===== src/rtl/riscv_uc_pkg.sv =====
// Shared types and encodings for the multicycle RISC-V control unit:
// FSM state codes, opcode/funct fields, datapath mux/ALU encodings and
// the per-state control word.
package riscv_uc_pkg;

  typedef enum logic [3:0] {
    ST_RST      = 4'd0,
    ST_FETCH    = 4'd1,
    ST_LOAD_IR  = 4'd2,
    ST_DECODE   = 4'd3,
    ST_EXEC_R   = 4'd4,
    ST_EXEC_I   = 4'd5,
    ST_MEM_ADDR = 4'd6,
    ST_MEM_LD   = 4'd7,
    ST_MEM_SD   = 4'd8,
    ST_WB_ALU   = 4'd9,
    ST_WB_MEM   = 4'd10,
    ST_BRANCH   = 4'd11,
    ST_LUI      = 4'd12,
    ST_TRAP     = 4'd13
  } state_t;

  // Instruction class reported by the decoder for the DECODE transition.
  typedef enum logic [2:0] {
    CLS_ILLEGAL = 3'd0,
    CLS_EXEC_R  = 3'd1,
    CLS_EXEC_I  = 3'd2,
    CLS_MEM     = 3'd3,
    CLS_BRANCH  = 3'd4,
    CLS_LUI     = 3'd5
  } dec_class_t;

  localparam logic [6:0] OP_R      = 7'b0110011;
  localparam logic [6:0] OP_IMM    = 7'b0010011;
  localparam logic [6:0] OP_LOAD   = 7'b0000011;
  localparam logic [6:0] OP_STORE  = 7'b0100011;
  localparam logic [6:0] OP_BRANCH = 7'b1100011;
  localparam logic [6:0] OP_LUI    = 7'b0110111;

  localparam logic [2:0] F3_ADD  = 3'b000;
  localparam logic [2:0] F3_LDSD = 3'b011;
  localparam logic [2:0] F3_BEQ  = 3'b000;
  localparam logic [2:0] F3_BNE  = 3'b001;

  localparam logic [6:0] F7_ADD = 7'b0000000;
  localparam logic [6:0] F7_SUB = 7'b0100000;

  localparam logic [2:0] ALU_ADD = 3'd0;
  localparam logic [2:0] ALU_SUB = 3'd1;

  localparam logic [1:0] SRCB_B     = 2'd0;
  localparam logic [1:0] SRCB_FOUR  = 2'd1;
  localparam logic [1:0] SRCB_IMM   = 2'd2;

  localparam logic [1:0] M2R_ALU = 2'd0;
  localparam logic [1:0] M2R_MDR = 2'd1;
  localparam logic [1:0] M2R_IMM = 2'd2;

  localparam logic [2:0] IT_I  = 3'd0;
  localparam logic [2:0] IT_S  = 3'd1;
  localparam logic [2:0] IT_SB = 3'd2;
  localparam logic [2:0] IT_U  = 3'd3;
  localparam logic [2:0] IT_R  = 3'd4;

  // Moore control word; PCWrite is excluded because it depends on inputs.
  typedef struct packed {
    logic       load_ir;
    logic       write_reg;
    logic       load_reg_a;
    logic       load_reg_b;
    logic       load_alu_out;
    logic       mem_read;
    logic       mem_write;
    logic       alu_src_a;
    logic [1:0] alu_src_b;
    logic [2:0] alu_op;
    logic [1:0] mem_to_reg;
    logic [2:0] instr_type;
    logic       illegal;
  } ctrl_t;

  // Control word asserted while the FSM sits in state st.
  function automatic ctrl_t ctrl_for_state(input state_t st,
                                           input logic   is_sub,
                                           input logic   is_store);
    ctrl_t c;
    c = '0;
    case (st)
      ST_FETCH: begin
        c.mem_read  = 1'b1;
        c.alu_src_b = SRCB_FOUR;
        c.alu_op    = ALU_ADD;
      end
      ST_LOAD_IR: c.load_ir = 1'b1;
      ST_DECODE: begin
        // Precompute the branch target into ALUOut while decoding.
        c.load_reg_a   = 1'b1;
        c.load_reg_b   = 1'b1;
        c.load_alu_out = 1'b1;
        c.alu_src_b    = SRCB_IMM;
        c.instr_type   = IT_SB;
      end
      ST_EXEC_R: begin
        c.load_alu_out = 1'b1;
        c.alu_src_a    = 1'b1;
        c.alu_src_b    = SRCB_B;
        c.alu_op       = is_sub ? ALU_SUB : ALU_ADD;
        c.instr_type   = IT_R;
      end
      ST_EXEC_I: begin
        c.load_alu_out = 1'b1;
        c.alu_src_a    = 1'b1;
        c.alu_src_b    = SRCB_IMM;
        c.alu_op       = ALU_ADD;
        c.instr_type   = IT_I;
      end
      ST_MEM_ADDR: begin
        c.load_alu_out = 1'b1;
        c.alu_src_a    = 1'b1;
        c.alu_src_b    = SRCB_IMM;
        c.alu_op       = ALU_ADD;
        c.instr_type   = is_store ? IT_S : IT_I;
      end
      ST_MEM_LD: c.mem_read  = 1'b1;
      ST_MEM_SD: c.mem_write = 1'b1;
      ST_WB_ALU: begin
        c.write_reg  = 1'b1;
        c.mem_to_reg = M2R_ALU;
      end
      ST_WB_MEM: begin
        c.write_reg  = 1'b1;
        c.mem_to_reg = M2R_MDR;
      end
      ST_BRANCH: begin
        c.alu_src_a = 1'b1;
        c.alu_src_b = SRCB_B;
        c.alu_op    = ALU_SUB;
      end
      ST_LUI: begin
        c.write_reg  = 1'b1;
        c.mem_to_reg = M2R_IMM;
        c.instr_type = IT_U;
      end
      ST_TRAP: c.illegal = 1'b1;
      default: c = '0;
    endcase
    return c;
  endfunction

endpackage


===== src/rtl/uc_decode.sv =====
// Combinational instruction classifier: maps the instruction register to
// the FSM's post-DECODE class, plus the sub/store qualifiers the execute
// states need. Anything outside the supported subset is flagged illegal.
module uc_decode
  import riscv_uc_pkg::*;
(
  input  logic [31:0] i_instr,
  output dec_class_t  o_class,
  output logic        o_illegal,
  output logic        o_is_sub,
  output logic        o_is_store
);

  logic [6:0] w_opcode;
  logic [2:0] w_funct3;
  logic [6:0] w_funct7;
  logic       w_unused_fields;

  assign w_opcode = i_instr[6:0];
  assign w_funct3 = i_instr[14:12];
  assign w_funct7 = i_instr[31:25];
  // Register and immediate fields belong to the datapath, not to control.
  assign w_unused_fields = ^{i_instr[24:15], i_instr[11:7]};

  // Classify opcode/funct3/funct7 into one of the supported instruction classes.
  always_comb begin
    o_class    = CLS_ILLEGAL;
    o_is_sub   = 1'b0;
    o_is_store = 1'b0;
    case (w_opcode)
      OP_R: begin
        if (w_funct3 == F3_ADD && w_funct7 == F7_ADD) begin
          o_class = CLS_EXEC_R;
        end else if (w_funct3 == F3_ADD && w_funct7 == F7_SUB) begin
          o_class  = CLS_EXEC_R;
          o_is_sub = 1'b1;
        end
      end
      OP_IMM:    if (w_funct3 == F3_ADD)  o_class = CLS_EXEC_I;
      OP_LOAD:   if (w_funct3 == F3_LDSD) o_class = CLS_MEM;
      OP_STORE: begin
        if (w_funct3 == F3_LDSD) begin
          o_class    = CLS_MEM;
          o_is_store = 1'b1;
        end
      end
      OP_BRANCH: if (w_funct3 == F3_BEQ || w_funct3 == F3_BNE) o_class = CLS_BRANCH;
      OP_LUI:    o_class = CLS_LUI;
      default:   o_class = CLS_ILLEGAL;
    endcase
  end

  assign o_illegal = (o_class == CLS_ILLEGAL);

endmodule


===== src/rtl/uc_multiciclo.sv =====
// Multicycle RISC-V control unit (add/sub/addi/ld/sd/beq/bne/lui).
// Moore outputs are registered from the next state so they line up with
// Estado; PCWrite is the only input-dependent output (FETCH completion and
// branch resolution). Every memory state (FETCH, MEM_LD, MEM_SD) is bounded
// by a wait counter of MEM_TIMEOUT cycles.
// Build option: define UC_TRAP_EN to send illegal instructions and memory
// timeouts to TRAP (sticky until reset, Illegal=1); otherwise illegal
// instructions act as NOPs and a timeout restarts the access in FETCH.
//
// state    | meaning
// RST      | post-reset idle, all outputs low
// FETCH    | read instruction, PC+4 written on MemReady
// LOAD_IR  | latch instruction register
// DECODE   | load A/B, branch target into ALUOut, classify
// EXEC_R   | A op B (add/sub)
// EXEC_I   | A + imm (addi)
// MEM_ADDR | A + imm address for ld/sd
// MEM_LD   | memory read until MemReady
// MEM_SD   | memory write until MemReady
// WB_ALU   | write ALUOut to rd
// WB_MEM   | write MDR to rd
// BRANCH   | A - B, conditional PC write
// LUI      | write immediate to rd
// TRAP     | illegal/timeout, hold until reset
module uc_multiciclo
  import riscv_uc_pkg::*;
#(
  parameter int MEM_TIMEOUT = 16,
  parameter int CNT_W       = 8
) (
  input  logic        clock,
  input  logic        reset,
  input  logic [31:0] Instr31_0,
  input  logic        MemReady,
  input  logic        AluZero,
  output logic        PCWrite,
  output logic        LoadIR,
  output logic        WriteReg,
  output logic        LoadRegA,
  output logic        LoadRegB,
  output logic        LoadAluOut,
  output logic        MemRead,
  output logic        MemWrite,
  output logic        AluSrcA,
  output logic [1:0]  AluSrcB,
  output logic [2:0]  AluOp,
  output logic [1:0]  MemToReg,
  output logic [2:0]  InstrType,
  output logic        Illegal,
  output logic [3:0]  Estado
);

`ifdef UC_TRAP_EN
  localparam state_t ST_FAULT_DEST = ST_TRAP;
`else
  localparam state_t ST_FAULT_DEST = ST_FETCH;
`endif

  state_t           r_state;
  state_t           w_state_nxt;
  logic [CNT_W-1:0] r_wait_cnt;
  ctrl_t            r_ctrl;

  dec_class_t       w_dec_class;
  logic             w_dec_illegal;
  logic             w_dec_is_sub;
  logic             w_dec_is_store;

  logic             w_mem_state;
  logic             w_timeout;
  logic             w_cnt_inc;

  uc_decode u_decode (
    .i_instr    (Instr31_0),
    .o_class    (w_dec_class),
    .o_illegal  (w_dec_illegal),
    .o_is_sub   (w_dec_is_sub),
    .o_is_store (w_dec_is_store)
  );

  assign w_mem_state = (r_state == ST_FETCH) || (r_state == ST_MEM_LD) ||
                       (r_state == ST_MEM_SD);
  // The last allowed wait cycle still accepts MemReady; only its absence times out.
  assign w_timeout   = w_mem_state && !MemReady &&
                       (r_wait_cnt == CNT_W'(MEM_TIMEOUT - 1));

  // Next-state selection; MemReady only matters in memory states.
  always_comb begin
    w_state_nxt = r_state;
    case (r_state)
      ST_RST:     w_state_nxt = ST_FETCH;
      ST_FETCH: begin
        if (MemReady)       w_state_nxt = ST_LOAD_IR;
        else if (w_timeout) w_state_nxt = ST_FAULT_DEST;
        else                w_state_nxt = ST_FETCH;
      end
      ST_LOAD_IR: w_state_nxt = ST_DECODE;
      ST_DECODE: begin
        if (w_dec_illegal) begin
          w_state_nxt = ST_FAULT_DEST;
        end else begin
          case (w_dec_class)
            CLS_EXEC_R: w_state_nxt = ST_EXEC_R;
            CLS_EXEC_I: w_state_nxt = ST_EXEC_I;
            CLS_MEM:    w_state_nxt = ST_MEM_ADDR;
            CLS_BRANCH: w_state_nxt = ST_BRANCH;
            CLS_LUI:    w_state_nxt = ST_LUI;
            default:    w_state_nxt = ST_FAULT_DEST;
          endcase
        end
      end
      ST_EXEC_R:   w_state_nxt = ST_WB_ALU;
      ST_EXEC_I:   w_state_nxt = ST_WB_ALU;
      ST_MEM_ADDR: w_state_nxt = w_dec_is_store ? ST_MEM_SD : ST_MEM_LD;
      ST_MEM_LD: begin
        if (MemReady)       w_state_nxt = ST_WB_MEM;
        else if (w_timeout) w_state_nxt = ST_FAULT_DEST;
        else                w_state_nxt = ST_MEM_LD;
      end
      ST_MEM_SD: begin
        if (MemReady)       w_state_nxt = ST_FETCH;
        else if (w_timeout) w_state_nxt = ST_FAULT_DEST;
        else                w_state_nxt = ST_MEM_SD;
      end
      ST_WB_ALU:  w_state_nxt = ST_FETCH;
      ST_WB_MEM:  w_state_nxt = ST_FETCH;
      ST_BRANCH:  w_state_nxt = ST_FETCH;
      ST_LUI:     w_state_nxt = ST_FETCH;
      ST_TRAP:    w_state_nxt = ST_TRAP;
      default:    w_state_nxt = ST_RST;
    endcase
  end

  // Counting only while waiting in the same memory state; any entry or timeout restart clears it.
  assign w_cnt_inc = w_mem_state && (w_state_nxt == r_state) && !w_timeout;

  // State, wait counter and registered Moore outputs; reset overrides everything.
  always_ff @(posedge clock) begin
    if (reset) begin
      r_state    <= ST_RST;
      r_wait_cnt <= '0;
      r_ctrl     <= '0;
    end else begin
      r_state    <= w_state_nxt;
      r_wait_cnt <= w_cnt_inc ? (r_wait_cnt + CNT_W'(1)) : '0;
      r_ctrl     <= ctrl_for_state(w_state_nxt, w_dec_is_sub, w_dec_is_store);
    end
  end

  // FETCH writes PC+4 on completion; branches write the target when the compare matches funct3[0].
  assign PCWrite = ((r_state == ST_FETCH) && MemReady) ||
                   ((r_state == ST_BRANCH) && (AluZero ^ Instr31_0[12]));

  assign LoadIR     = r_ctrl.load_ir;
  assign WriteReg   = r_ctrl.write_reg;
  assign LoadRegA   = r_ctrl.load_reg_a;
  assign LoadRegB   = r_ctrl.load_reg_b;
  assign LoadAluOut = r_ctrl.load_alu_out;
  assign MemRead    = r_ctrl.mem_read;
  assign MemWrite   = r_ctrl.mem_write;
  assign AluSrcA    = r_ctrl.alu_src_a;
  assign AluSrcB    = r_ctrl.alu_src_b;
  assign AluOp      = r_ctrl.alu_op;
  assign MemToReg   = r_ctrl.mem_to_reg;
  assign InstrType  = r_ctrl.instr_type;
  assign Estado     = r_state;

`ifdef UC_TRAP_EN
  assign Illegal = r_ctrl.illegal;
`else
  assign Illegal = 1'b0;
`endif

endmodule


===== config.mk =====
export PLATFORM = sky130hd
export DESIGN_NAME = uc_multiciclo
export DESIGN_NICKNAME = d
export VERILOG_FILES = /design/src/rtl/riscv_uc_pkg.sv /design/src/rtl/uc_decode.sv /design/src/rtl/uc_multiciclo.sv
export SDC_FILE = /design/constraint.sdc
export NUM_CORES = 1
export LEC_CHECK = 0
export BUFFER_PORTS_ARGS = -buffer_cell sky130_fd_sc_hd__buf_2
export CORE_ASPECT_RATIO = 0.6
export CORE_MARGIN = 10
export CORE_UTILIZATION = 25
export DETAILED_ROUTE_END_ITERATION = 10
export PLACE_DENSITY_LB_ADDON = 0.05
export SYNTH_ARGS = -nofsm -noshare
export SYNTH_HDL_FRONTEND = slang
export SYNTH_HIERARCHICAL = 1
export SYNTH_SLANG_ARGS = --single-unit

===== constraint.sdc =====
create_clock -name clock -period 3.04 [get_ports clock]
set_input_delay 0.912 -clock clock [delete_from_list [all_inputs] [get_ports clock]]
set_output_delay 0.912 -clock clock [all_outputs]
set_load 0.03 [all_outputs]

Word level (Yosys, flattened, before mapping)
Cells that the tools add are included.
{"block": "totals", "reg_bits": 30, "inputBits": 36, "wordCells": 118}
{"block": "op_classes", "n_addsub": 1, "eq_ne": 41, "n_mux": 33, "n_bitwise": 2, "reduce_logical": 27}
{"op": "$eq 4x4->1 const B", "n": 11}
{"op": "$pmux 4 s9", "n": 1}
{"op": "$eq 4x3->1 const B", "n": 8}
{"op": "$eq 7x6->1 const B", "n": 4}
{"op": "$mux 4", "n": 5}
{"op": "$pmux 4 s5", "n": 1}
{"op": "$eq 4x2->1 const B", "n": 4}
{"op": "$pmux 3 s5", "n": 1}
{"op": "$mux 1", "n": 14}
{"op": "$pmux 3 s4", "n": 1}
{"op": "$eq 3x2->1 const B", "n": 3}
{"op": "$mux 3", "n": 3}
{"op": "$add 8x1->8 const B", "n": 1}
{"op": "$eq 4x1->1 const B", "n": 2}
{"op": "$eq 8x4->1 const B", "n": 1}
{"op": "$logic_and 1x1->1", "n": 8}
{"op": "$mux 2", "n": 4}
{"op": "$pmux 2 s2", "n": 2}
{"op": "$reduce_or 2->1", "n": 4}
{"op": "$reduce_or 4->1", "n": 2}
{"op": "$eq 7x2->1 const B", "n": 1}
{"op": "$eq 7x5->1 const B", "n": 1}
{"op": "$eq 7x7->1 const B", "n": 1}
{"op": "$logic_not 7->1", "n": 1}
{"op": "other kinds (12)", "n": 20}

Longest topological paths before layout
{"block": "logic_depth", "word_depth": 14, "ltp_mapped": 11}

Modules after synthesis
Netlist, hierarchy kept.
{"module": "uc_multiciclo", "n_inst": 1, "cells_per_inst": 156, "area_each_um2": 1475.2, "seq_area_each_um2": 540.5}
{"module": "uc_decode", "n_inst": 1, "cells_per_inst": 24, "area_each_um2": 165.2, "seq_area_each_um2": 0.0}

Least setup slack after synthesis
No wires, ideal clock.
{"block": "synth_path", "kind": "input to register", "startpoint": "input Instr31_0[13]", "endpoint": "register r_ctrl, in the netlist WriteReg", "setup_ns": 0.058, "t_arrival_ns": 3.023, "required_ns": 2.982, "setup_slack_ns": -0.042, "cell_stages": 9, "path_buffers": 1, "cell_sequence": "or4_4 > o31ai_1 > a21oi_1 > or3_4 > a2bb2oi_2 > and2_4 > buf_6 > nor4b_4 > a31o_1"}
{"block": "synth_between", "word_cells_on_any_way": 29}
{"element": "start: declaration", "line_no": "uc_multiciclo.sv:33", "source": "input logic [31:0] Instr31_0,"}
{"element": "$logic_not 3->1"}
{"element": "$logic_and 1x1->1", "line_no": "uc_decode.sv:34", "source": "end else if (w_funct3 == F3_ADD && w_funct7 == F7_SUB) begin"}
{"element": "$mux 1", "line_no": "uc_decode.sv:34"}
{"element": "$mux 3", "line_no": "uc_decode.sv:32", "source": "if (w_funct3 == F3_ADD && w_funct7 == F7_ADD) begin"}
{"element": "$pmux 3 s5 *", "line_no": "uc_decode.sv:30", "source": "case (w_opcode)"}
{"element": "$logic_not 3->1 *", "line_no": "uc_decode.sv:53", "source": "assign o_illegal = (o_class == CLS_ILLEGAL);"}
{"element": "via w_dec_illegal", "line_no": "uc_multiciclo.sv:65", "source": "logic w_dec_illegal;"}
{"element": "$mux 4 *", "line_no": "uc_multiciclo.sv:99", "source": "if (w_dec_illegal) begin"}
{"element": "$pmux 4 s9 *", "line_no": "uc_multiciclo.sv:90", "source": "case (r_state)"}
{"element": "$eq 4x4->1", "line_no": "riscv_uc_pkg.sv:88", "source": "case (st)"}
{"element": "$reduce_or 3->1 (no line) *"}
{"element": "$mux 1 *", "line_no": "riscv_uc_pkg.sv:88"}
{"element": "end signal: assignment", "line_no": "uc_multiciclo.sv:146", "source": "r_ctrl <= ctrl_for_state(w_state_nxt, w_dec_is_sub, w_dec_is_store);"}
{"element": "end: declaration", "line_no": "uc_multiciclo.sv:62", "source": "ctrl_t r_ctrl;"}
The timed path passes the listed nets; every way through them passes the cells marked *.
A chain may end at the register's enable or synchronous reset.

Worst setup path after layout
{"block": "layout_path", "startpoint": "input Instr31_0[31]", "endpoint": "register r_ctrl, in the netlist MemToReg[0]"}
{"block": "layout_between", "word_cells_on_any_way": 19}
{"element": "$eq 7x6->1", "line_no": "uc_decode.sv:34"}
{"element": "$logic_and 1x1->1", "line_no": "uc_decode.sv:34"}
{"element": "$mux 1", "line_no": "uc_decode.sv:34"}
{"element": "$mux 3 *", "line_no": "uc_decode.sv:32"}
{"element": "$pmux 3 s5 *", "line_no": "uc_decode.sv:30"}
{"element": "$logic_not 3->1 *", "line_no": "uc_decode.sv:53"}
{"element": "via w_dec_illegal", "line_no": "uc_multiciclo.sv:65"}
{"element": "$mux 4 *", "line_no": "uc_multiciclo.sv:99"}
{"element": "$pmux 4 s9 *", "line_no": "uc_multiciclo.sv:90"}
{"element": "$eq 4x4->1", "line_no": "riscv_uc_pkg.sv:88"}
{"element": "$pmux 2 s2 *", "line_no": "riscv_uc_pkg.sv:88"}
Marks and branches as above.

==> out/qor.csv <==
stage,metric,value,unit
detailed_routing,WL per Instance,14.5,um
detailed_routing,Vias,1538,
synthesis,most common library cells after synthesis,"27 x dfxtp_1, 17 x nor2_1, 10 x a21oi_1",
synthesis,largest area contributor in the synthesized netlist,dfxtp_1,
synthesis,Main synth FF type,dfxtp_1,
synthesis,most frequent cell after synthesis,dfxtp_1,
setup_path,CP max FO,6,
power_and_ir_drop,worst ir drop on vdd,195,uV
layout,ant diodes,0,
setup_path,WP data arrival,3.19,ns
global_routing,first-pass GRT wire length,7730,um
clock_tree,total CTS buffers,3,
timing,Final Hold Vio Count,0,
timing,final setup vio count,0,
detailed_routing,Initial DRC Count,90,
outcome,status,finished clean,
global_routing,met3 GRT Util,2.16,%
die,Die Ht,82.7,um
die,site row count,22,
timing,Pins Over Slew Limit,0,
detailed_routing,DRT Pass-1 Iters,6,
synthesis,Post-synth EDFFs,0,
global_routing,vias in the first global route,1493,
timing,Final min period,2.96,ns
power_and_ir_drop,Power Density,359,mW/mm^2
setup_path,"Slowest-stage cell, CP",or4_4,
synthesis,synth unique cells,63,
layout,Area Growth Syn to Fin,33.1,%
min_path,Hold/Removal Path Class,flip-flop to flip-flop,
die,core area,0.00625,sq mm
global_routing,largest net degree at the start of global routing,17,
layout,fin area,0.00218,sq mm
global_routing,busiest layer in global routing,met2,
place,# port buffers,41,
layout,Final Util,34.9,%
synthesis,Syn Area/Cell,9.11,sq um
detailed_routing,DRC viols,0,
place,routability cong.,0.808,
global_routing,met2 track demand over resource,13.2,%
synthesis,sequential area share after synthesis,33.0,%
detailed_routing,vias per std cell,4.73,
power_and_ir_drop,Leakage Power,0.925,nW
synthesis,Synth area leaders,"dfxtp_1 33%, nor2_1 3.9%, buf_6 3.4%, a21oi_1 3.1%, nand3_1 2.7%",
synthesis,Yosys Warn Count,6,
timing,final period utilization,97.4,%
die,initial core utilization,26.3,%
setup_path,CP startpoint kind,input port,
clock_tree,Clock Tree Buf Depth,2,
die,IO Count,60,
timing,Worst Skew,0.00637,ns
setup_path,max incr delay on CP,0.57,ns
detailed_routing,post-route ant nets,0,
die,die area,0.0103,sq mm
global_routing,GRT Util Overall,8.92,%
global_routing,initial antenna violation count,0,
die,die width,125,um
synthesis,post-synth top area share,33.0,%
setup_path,critical-path cell list,"buf_2, or4_4, o31ai_4, a21oi_2, or3_4, a2bb2oi_2, and2_4, nor4b_4, buf_4",
setup_path,required time of the critical path,3.27,ns
place,Post-DP Area,0.00204,sq mm
flow_run,MaxCap Viol Count,0,
clock_tree,CTS tree,done,
layout,Post-layout nets,279,
clock_tree,Clock Pin Slew Worst Setup and Hold Paths,0.09,ns
synthesis,fraction of registers with async set/reset,0,%
clock_tree,htree depth,1,
place,DPL Wire Length,3800,um
clock_tree,Worst-Skew Late Latency,0.27,ns
clock_tree,Root Driver,clkbuf_8,
synthesis,number of synthesized register bits,27,
global_routing,met1 Track Usage GR,13.0,%
synthesis,"Cell Area, Synth",0.00164,sq mm
clock_tree,clock sinks,27,
setup_path,Worst setup EP type,flip-flop,
timing,Max Fclk,338,MHz
global_routing,grt ovf,0,
setup_path,WS Path Type,input port to flip-flop,
synthesis,Cells after Synth,180,
layout,layout cell share with drive strength beyond 1,43.6,%
detailed_routing,drt total wl,4720,um
-- cells in the final DEF, fill, tap and decap left out, drive strengths merged, types with 2 or more instances in the layout --
cell type / netlist / routed
o221ai: 2 / 2
nand4b: 2 / 2
and2b: 2 / 2
a21oi: 10 / 10
mux2i: 2 / 2
nand3: 9 / 9
o221a: 2 / 2
o211ai: 2 / 2
nor2: 18 / 18
buf: 11 / 68
and3: 5 / 5
nor4b: 3 / 3
and2: 2 / 2
and3b: 3 / 3
nor4: 5 / 5
a31oi: 2 / 2
conb: 1 / 3
o21ai: 9 / 9
nand2: 7 / 7
nand2b: 5 / 5
nor3: 7 / 7
nand3b: 3 / 3
or4: 3 / 3
xor2: 3 / 3
o21bai: 2 / 2
nand4: 5 / 5
inv: 6 / 6
dfxtp: 27 / 27
xnor2: 6 / 6
or3: 2 / 2
clkbuf: 2 / 3
-- logic make-up after synthesis --
logic type / count (synthesis) / synth area share, %
AO/OA/AOI/OAI: 36 / 15.6
XOR/XNOR: 9 / 5.26
other: 1 / 0.229
flip-flops: 27 / 33.0
AND/OR/NAND/NOR: 85 / 35.5
multiplexers: 2 / 1.22
adder cells (fa/ha/maj): 1 / 0.763
buffers and inverters: 19 / 8.54
-- final timing paths --
| path | cells past startpoint | startpoint | endpoint | slack, ns |
|---|---|---|---|---|
| setup / recovery | 9 | Instr31_0[31] | MemToReg[0] | 0.08 |
| hold reg to reg | 1 | r_wait_cnt[0] | r_wait_cnt[0] | 0.45 |
| setup reg to reg | 7 | r_wait_cnt[4] | LoadRegA | 0.96 |
| hold / removal | 1 | r_wait_cnt[0] | r_wait_cnt[0] | 0.45 |
-- timing repair --
item                       4_1_cts  5_1_grt
setup endpoints to repair       10       20
hold buffers                     0        0
pin swaps                        0        3
gates cloned                     0        0
buffers inserted                 0        2
resized for setup                4       11
-- per-layer routing --
| layer | vias up | share of wire, % |
|---|---|---|
| met5 | - | 0 |
| met4 | 0 | 0.59 |
| met3 | 2 | 5.2 |
| met2 | 39 | 41 |
| met1 | 723 | 53 |
| li1 | 774 | - |
-- stage by stage --
step                worst slack (ns)  power (mW)  hold slack (ns)  instances  setup TNS, ns
global placement              -0.376       0.577            0.435        319          -7.08
detailed placement            -0.366       0.578            0.438        319          -7.12
floorplan                    0.00868       0.514            0.418        182              0
global route                 -0.0213       0.832            0.481        325        -0.0356
finish                        0.0801       0.784            0.450        325              0
CTS                           0.0125       0.789            0.455        323              0
-- sequential cells by signal (all words and copies together), names as in the netlist, 2 cells and up --
register,count
MemToReg,2
r_wait_cnt,8
InstrType,3
Estado,4
AluSrcB,2
-- layout make-up --
type / count / area, sq um
Clock inverter: 1 / 7.51
Fill cell: 663 / 4070
Multi-Input combinational cell: 136 / 1040
Timing Repair Buffer: 68 / 424
Inverter: 6 / 22.5
Tap cell: 84 / 105
Sequential cell: 27 / 541
Clock buffer: 3 / 41.3
-- where the power goes --
part	leakage (nW)	internal (mW)	total, mW	switching, mW
Clock	0.0217	0.0929	0.204	0.111
Sequential	0.219	0.365	0.375	0.00976
Combinational	0.684	0.0868	0.205	0.118
Total	0.925	0.545	0.784	0.239
-- critical path: cells and delay by family --
family / cells / cell delay, ns
buffers and inverters: 2 / 0.25
AOI/OAI and AO/OA: 3 / 0.61
and+or+nand+nor: 4 / 1.41
Power figures use the tool's default switching activity.
